$ cat src/rtl/router_pkg.sv
// Shared constants and state encoding for the router ingress control FSM.
package router_pkg;

  localparam int unsigned ADDR_WIDTH = 2;
  localparam int unsigned NUM_DEST   = 3;

  // Header address value that selects no FIFO.
  localparam logic [ADDR_WIDTH-1:0] INVALID_ADDR = 2'b11;

  typedef enum logic [2:0] {
    StDecodeAddress    = 3'd0,
    StLoadFirstData    = 3'd1,
    StLoadData         = 3'd2,
    StFifoFullState    = 3'd3,
    StLoadAfterFull    = 3'd4,
    StLoadParity       = 3'd5,
    StCheckParityError = 3'd6,
    StWaitTillEmpty    = 3'd7
  } state_t;

endpackage

$ cat src/rtl/router_fsm.sv
// Ingress control FSM for the 1x3 router.
// Decodes the header destination address, sequences writes into the selected
// output FIFO, stalls while that FIFO is full and triggers the parity check at
// the end of each packet.
//
// Ports:
//   clk, resetn             clock, asynchronous active-low reset
//   pkt_valid               source is driving packet bytes
//   data_in[1:0]            header address bits, sampled in DECODE_ADDRESS
//   fifo_full               full flag of the selected FIFO
//   fifo_empty_0/1/2        per-FIFO empty flags
//   soft_reset_0/1/2        per-FIFO read-side timeout resets
//   parity_done             parity byte captured by the register block
//   low_pkt_valid           pkt_valid fell while stalled on a full FIFO
//   dest_addr[1:0]          latched destination address
//   detect_add, lfd_state, ld_state, laf_state, full_state, rst_int_reg
//                           one-hot state indications
//   write_enb_reg           write enable to the selected FIFO
//   busy                    source must hold its current byte
module router_fsm
  import router_pkg::*;
(
  input  logic                  clk,
  input  logic                  resetn,
  input  logic                  pkt_valid,
  input  logic [ADDR_WIDTH-1:0] data_in,
  input  logic                  fifo_full,
  input  logic                  fifo_empty_0,
  input  logic                  fifo_empty_1,
  input  logic                  fifo_empty_2,
  input  logic                  soft_reset_0,
  input  logic                  soft_reset_1,
  input  logic                  soft_reset_2,
  input  logic                  parity_done,
  input  logic                  low_pkt_valid,
  output logic [ADDR_WIDTH-1:0] dest_addr,
  output logic                  detect_add,
  output logic                  lfd_state,
  output logic                  ld_state,
  output logic                  laf_state,
  output logic                  full_state,
  output logic                  write_enb_reg,
  output logic                  rst_int_reg,
  output logic                  busy
);

  state_t                state_q, state_d;
  logic [ADDR_WIDTH-1:0] dest_q, dest_d;

  // Padded to four entries so the invalid address indexes a constant 0.
  logic [3:0] empty_vec;
  logic [3:0] soft_vec;

  assign empty_vec = {1'b0, fifo_empty_2, fifo_empty_1, fifo_empty_0};
  assign soft_vec  = {1'b0, soft_reset_2, soft_reset_1, soft_reset_0};

  always_ff @(posedge clk or negedge resetn) begin
    if (!resetn) begin
      state_q <= StDecodeAddress;
      dest_q  <= '0;
    end else begin
      state_q <= state_d;
      dest_q  <= dest_d;
    end
  end

  always_comb begin
    state_d = state_q;
    dest_d  = dest_q;

    unique case (state_q)
      StDecodeAddress: begin
        if (pkt_valid && (data_in != INVALID_ADDR)) begin
          dest_d  = data_in;
          state_d = empty_vec[data_in] ? StLoadFirstData : StWaitTillEmpty;
        end
      end
      StLoadFirstData: state_d = StLoadData;
      StLoadData: begin
        if (fifo_full)       state_d = StFifoFullState;
        else if (!pkt_valid) state_d = StLoadParity;
      end
      StFifoFullState: begin
        if (!fifo_full) state_d = StLoadAfterFull;
      end
      StLoadAfterFull: begin
        if (parity_done)        state_d = StDecodeAddress;
        else if (low_pkt_valid) state_d = StLoadParity;
        else                    state_d = StLoadData;
      end
      StLoadParity: state_d = StCheckParityError;
      StCheckParityError: begin
        state_d = fifo_full ? StFifoFullState : StDecodeAddress;
      end
      StWaitTillEmpty: begin
        if (empty_vec[dest_q]) state_d = StLoadFirstData;
      end
      default: state_d = StDecodeAddress;
    endcase

    // Timeout on the selected FIFO abandons the packet; dest_addr is kept.
    if (soft_vec[dest_q]) state_d = StDecodeAddress;
  end

  always_comb begin
    detect_add    = 1'b0;
    lfd_state     = 1'b0;
    ld_state      = 1'b0;
    laf_state     = 1'b0;
    full_state    = 1'b0;
    rst_int_reg   = 1'b0;
    write_enb_reg = 1'b0;
    busy          = 1'b1;

    unique case (state_q)
      StDecodeAddress: begin
        detect_add = 1'b1;
        busy       = 1'b0;
      end
      StLoadFirstData: lfd_state = 1'b1;
      StLoadData: begin
        ld_state      = 1'b1;
        write_enb_reg = 1'b1;
        busy          = 1'b0;
      end
      StFifoFullState: full_state = 1'b1;
      StLoadAfterFull: begin
        laf_state     = 1'b1;
        write_enb_reg = 1'b1;
      end
      StLoadParity:       write_enb_reg = 1'b1;
      StCheckParityError: rst_int_reg   = 1'b1;
      StWaitTillEmpty:    ;
      default:            ;
    endcase
  end

  assign dest_addr = dest_q;

endmodule

$ cat config.mk
export PLATFORM = sky130hd
export DESIGN_NAME = router_fsm
export DESIGN_NICKNAME = d
export VERILOG_FILES = /design/src/rtl/router_pkg.sv /design/src/rtl/router_fsm.sv
export SDC_FILE = /design/constraint.sdc
export NUM_CORES = 1
export LEC_CHECK = 0
export ABC_CLOCK_PERIOD_IN_PS = 1700
export BUFFER_PORTS_ARGS = -buffer_cell sky130_fd_sc_hd__buf_2
export CAP_MARGIN = 20
export CORE_AREA = 4 4 41 43
export DETAILED_ROUTE_END_ITERATION = 10
export DIE_AREA = 0 0 45 47
export GPL_ROUTABILITY_DRIVEN = 1
export GPL_TIMING_DRIVEN = 1
export PLACE_DENSITY_LB_ADDON = 0.15
export SYNTH_ARGS = -nofsm -noshare
export SYNTH_HDL_FRONTEND = slang
export SYNTH_SLANG_ARGS = --single-unit
export TNS_END_PERCENT = 5
$ cat constraint.sdc
create_clock -name clk -period 1.7 [get_ports clk]
set_clock_uncertainty 0.15 [all_clocks]
set_input_delay 0.34 -clock clk [delete_from_list [all_inputs] [get_ports clk]]
set_output_delay 0.34 -clock clk [all_outputs]
set_load 0.01 [all_outputs]
==> flow_metrics.tcl <==
set metrics [dict create \
    tritoncts_num_sinks 5 \
    clock-root-buffer "sky130_fd_sc_hd__clkbuf_4" \
    synth.ff_latch_count 5 \
    synth.lib_cells_used.distinct 33 \
    portBuffers 23 \
    final_net_count 110 \
    cp-end-kind "output port" \
    timing.fmax_mhz 583 \
    drt_first_iter_violations 13 \
    crit_fanout 6 \
    synthToLayoutAreaGrowth_pct 58.7 \
    yosys_most_used_dff "sky130_fd_sc_hd__dfrtp_1" \
    powerDensity_mw_per_mm2 1830 \
    timing.reg2reg.setup_slack_ns -0.01 \
    grt_remaining_overflow 0 \
    startpoint_type "flip-flop" \
    power_mw 1.46 \
    finalInstanceArea_um2 798 \
    tightestPinTransition_ns 0.282 \
    drt-vias-per-instance 5.29 \
    syn-num-nets 72 \
    clock_pin_slew_worst_setup_and_hold_paths_ns 0.05 \
    wire_length_of_the_first_global_routing_pass_um 2300 \
    criticalPathCategory "reg2out" \
    drcViolationCount 0 \
    run_status "complete, but fails checks" \
    first_global_vias 529 \
    timing.final.setup_violations 4 \
    minimum_period_implied_by_the_final_worst_setup_slack_ns 1.71 \
    placement.setup.worst_slack_ns 0.0158 \
    design.die.area_mm2 0.00212 \
    normalized_max_slew_margin 0.811 \
    postLayoutCoreUtil 0.613 \
    failed_checks "setup timing" \
    async_flop_share 1.00 \
    final_hold_fails 0 \
    route.detailed.wl_per_inst_um 13.5 \
    route.vias.total 582 \
    total_leakage_power_nw 0.403 \
    height_of_the_die_um 47 \
    number_of_instances_in_the_synthesized_netlist 58 \
    max_slew_violation_total_from_the_final_report 0 \
    dpl_cell_area_um2 651 \
    dp.final_hpwl_um 1090 \
    grtUsageTotal 0.151 \
    gp_congestion 0.756 \
    fin_ws_ns -0.0145 \
    crit_required_ns 1.21 \
    drv.max_cap_violation_count 0 \
    rows 13 \
    peakVddDrop_mv 1.04 \
    floorplan.initialDensity 0.387 \
    worst-endpoint-arrival_ns 1.22 \
    syn_area_per_cell_um2 8.67 \
    hold_path.class "in2reg" \
    cts_tree "done" \
    synth.yosys.seq_area_share 0.249 \
    layout-drive-gt1-share 0.558 \
    core_region_area_mm2 0.00130 \
    grt_antenna_before_repair 0 \
    rsz0062_at_grt "yes" \
    diodes 0 \
    drt-pass1-iter-count 4 \
    ys.warnings.count 0 \
    clk_buf_depth 2 \
    syn_area_um2 503 \
    io-pin-count 24 \
    die_w_um 45 \
    final_min_period_over_clock_period 1.01 \
    clk-insertion-delay-late_ns 0.25 \
    drtAntennaViolNets 0 \
    numCtsBuffers 3 \
    postRouteWirelength_um 1490 \
    grt_start_max_net_pins 10 \
    synth_edf_count 0 \
    clock_tree.htree_level_count 1 \
]
-- kinds of logic (layout without fill, tap and decap cells) --
logic type             count (synthesis)  in the layout  synth area share
and+or+nand+nor                       26             26             0.296
buffers and inverters                  6             43            0.0696
AOI/OAI and AO/OA                     17             17             0.286
muxes                                  4              4            0.0995
DFF                                    5              5             0.249
-- through the flow --
step	instances	TNS [ns]	hold WS [ns]
after floorplan	58	0	-0.106
after global placement	98	0	0.0106
final	110	-0.0372	0.239
after CTS	105	-0.162	0.223
after detailed placement	98	0	0.00942
after global routing	110	-0.415	0.260
-- cell usage after synthesis (2+ instances only) --
library cell	count	area (um^2)
sky130_fd_sc_hd__mux2i_1	2	20.0
sky130_fd_sc_hd__or2_1	2	12.5
sky130_fd_sc_hd__o22a_1	2	17.5
sky130_fd_sc_hd__and3_1	2	12.5
sky130_fd_sc_hd__dfrtp_1	5	125
sky130_fd_sc_hd__a31oi_1	2	12.5
sky130_fd_sc_hd__nor3_1	2	10.0
sky130_fd_sc_hd__nand3b_1	2	15.0
sky130_fd_sc_hd__nor2_1	6	22.5
sky130_fd_sc_hd__nand2_1	4	15.0
sky130_fd_sc_hd__nand2b_1	2	12.5
sky130_fd_sc_hd__o22ai_1	2	12.5
sky130_fd_sc_hd__mux2_4	2	30.0
sky130_fd_sc_hd__inv_1	3	11.3
sky130_fd_sc_hd__nor2b_1	2	12.5
-- placed cells by master (no fill, tap or decap), drive strengths merged, types with 3 or more instances in the layout --
cell type	count
nor3	3
clkbuf	3
nor2	6
inv	3
nand2	4
dfrtp	5
buf	35
-- worst paths after layout --
kind / end / from / depth (start not counted)
max: write_enb_reg / state_q[1]$_DFFE_PN0P_ / 5
min: dest_addr[0]$_DFFE_PN0P_ / data_in[0] / 2
max reg2reg: state_q[0]$_DFFE_PN0P_ / state_q[0]$_DFFE_PN0P_ / 5
min reg2reg: dest_addr[0]$_DFFE_PN0P_ / dest_addr[0]$_DFFE_PN0P_ / 1
max in group asynchronous: state_q[2]$_DFFE_PN0P_ / resetn / 2
min in group asynchronous: dest_addr[1]$_DFFE_PN0P_ / resetn / 2
-- what timing repair did --
action / in CTS / in global routing
pin swaps: 1 / 3
gates resized for setup: 8 / 4
buffers inserted: 2 / 5
hold endpoints to repair: 5 / 0
endpoints found under the setup margin: 5 / 9
hold buffers: 1 / 0
-- where the power goes --
part	switching, mW	total [mW]	internal (mW)
clock network	0.0529	0.138	0.0853
logic	0.467	1.04	0.574
registers	0.0950	0.279	0.184
total	0.615	1.46	0.843
-- routing by layer --
metal | GRT usage | wire, um
met5 | 0 | 0
met4 | 0.0702 | 0
met1 | 0.201 | 649
met2 | 0.237 | 788
met3 | 0.0268 | 52
-- layout make-up --
type                    count  area, um^2
clock buffers               3        22.5
clock inverters             1        5.00
fillers                   132         503
inverters                   3        11.3
multi-input cells          47         380
flip-flops and latches      5         129
well taps                  15        18.8
repair buffers             36         231
-- critical path, cell delays in order, from the launching register on --
cell and delay, ns:
sky130_fd_sc_hd__dfrtp_2 0.45, sky130_fd_sc_hd__buf_4 0.16, sky130_fd_sc_hd__nand2b_4 0.07, sky130_fd_sc_hd__nor2_4 0.03, sky130_fd_sc_hd__a21o_1 0.14, sky130_fd_sc_hd__buf_2 0.13
-- sequential cells by signal, indices dropped and copies added (netlist names) --
register	cells
dest_addr	2
state_q	3
Power figures use the tool's default switching activity.
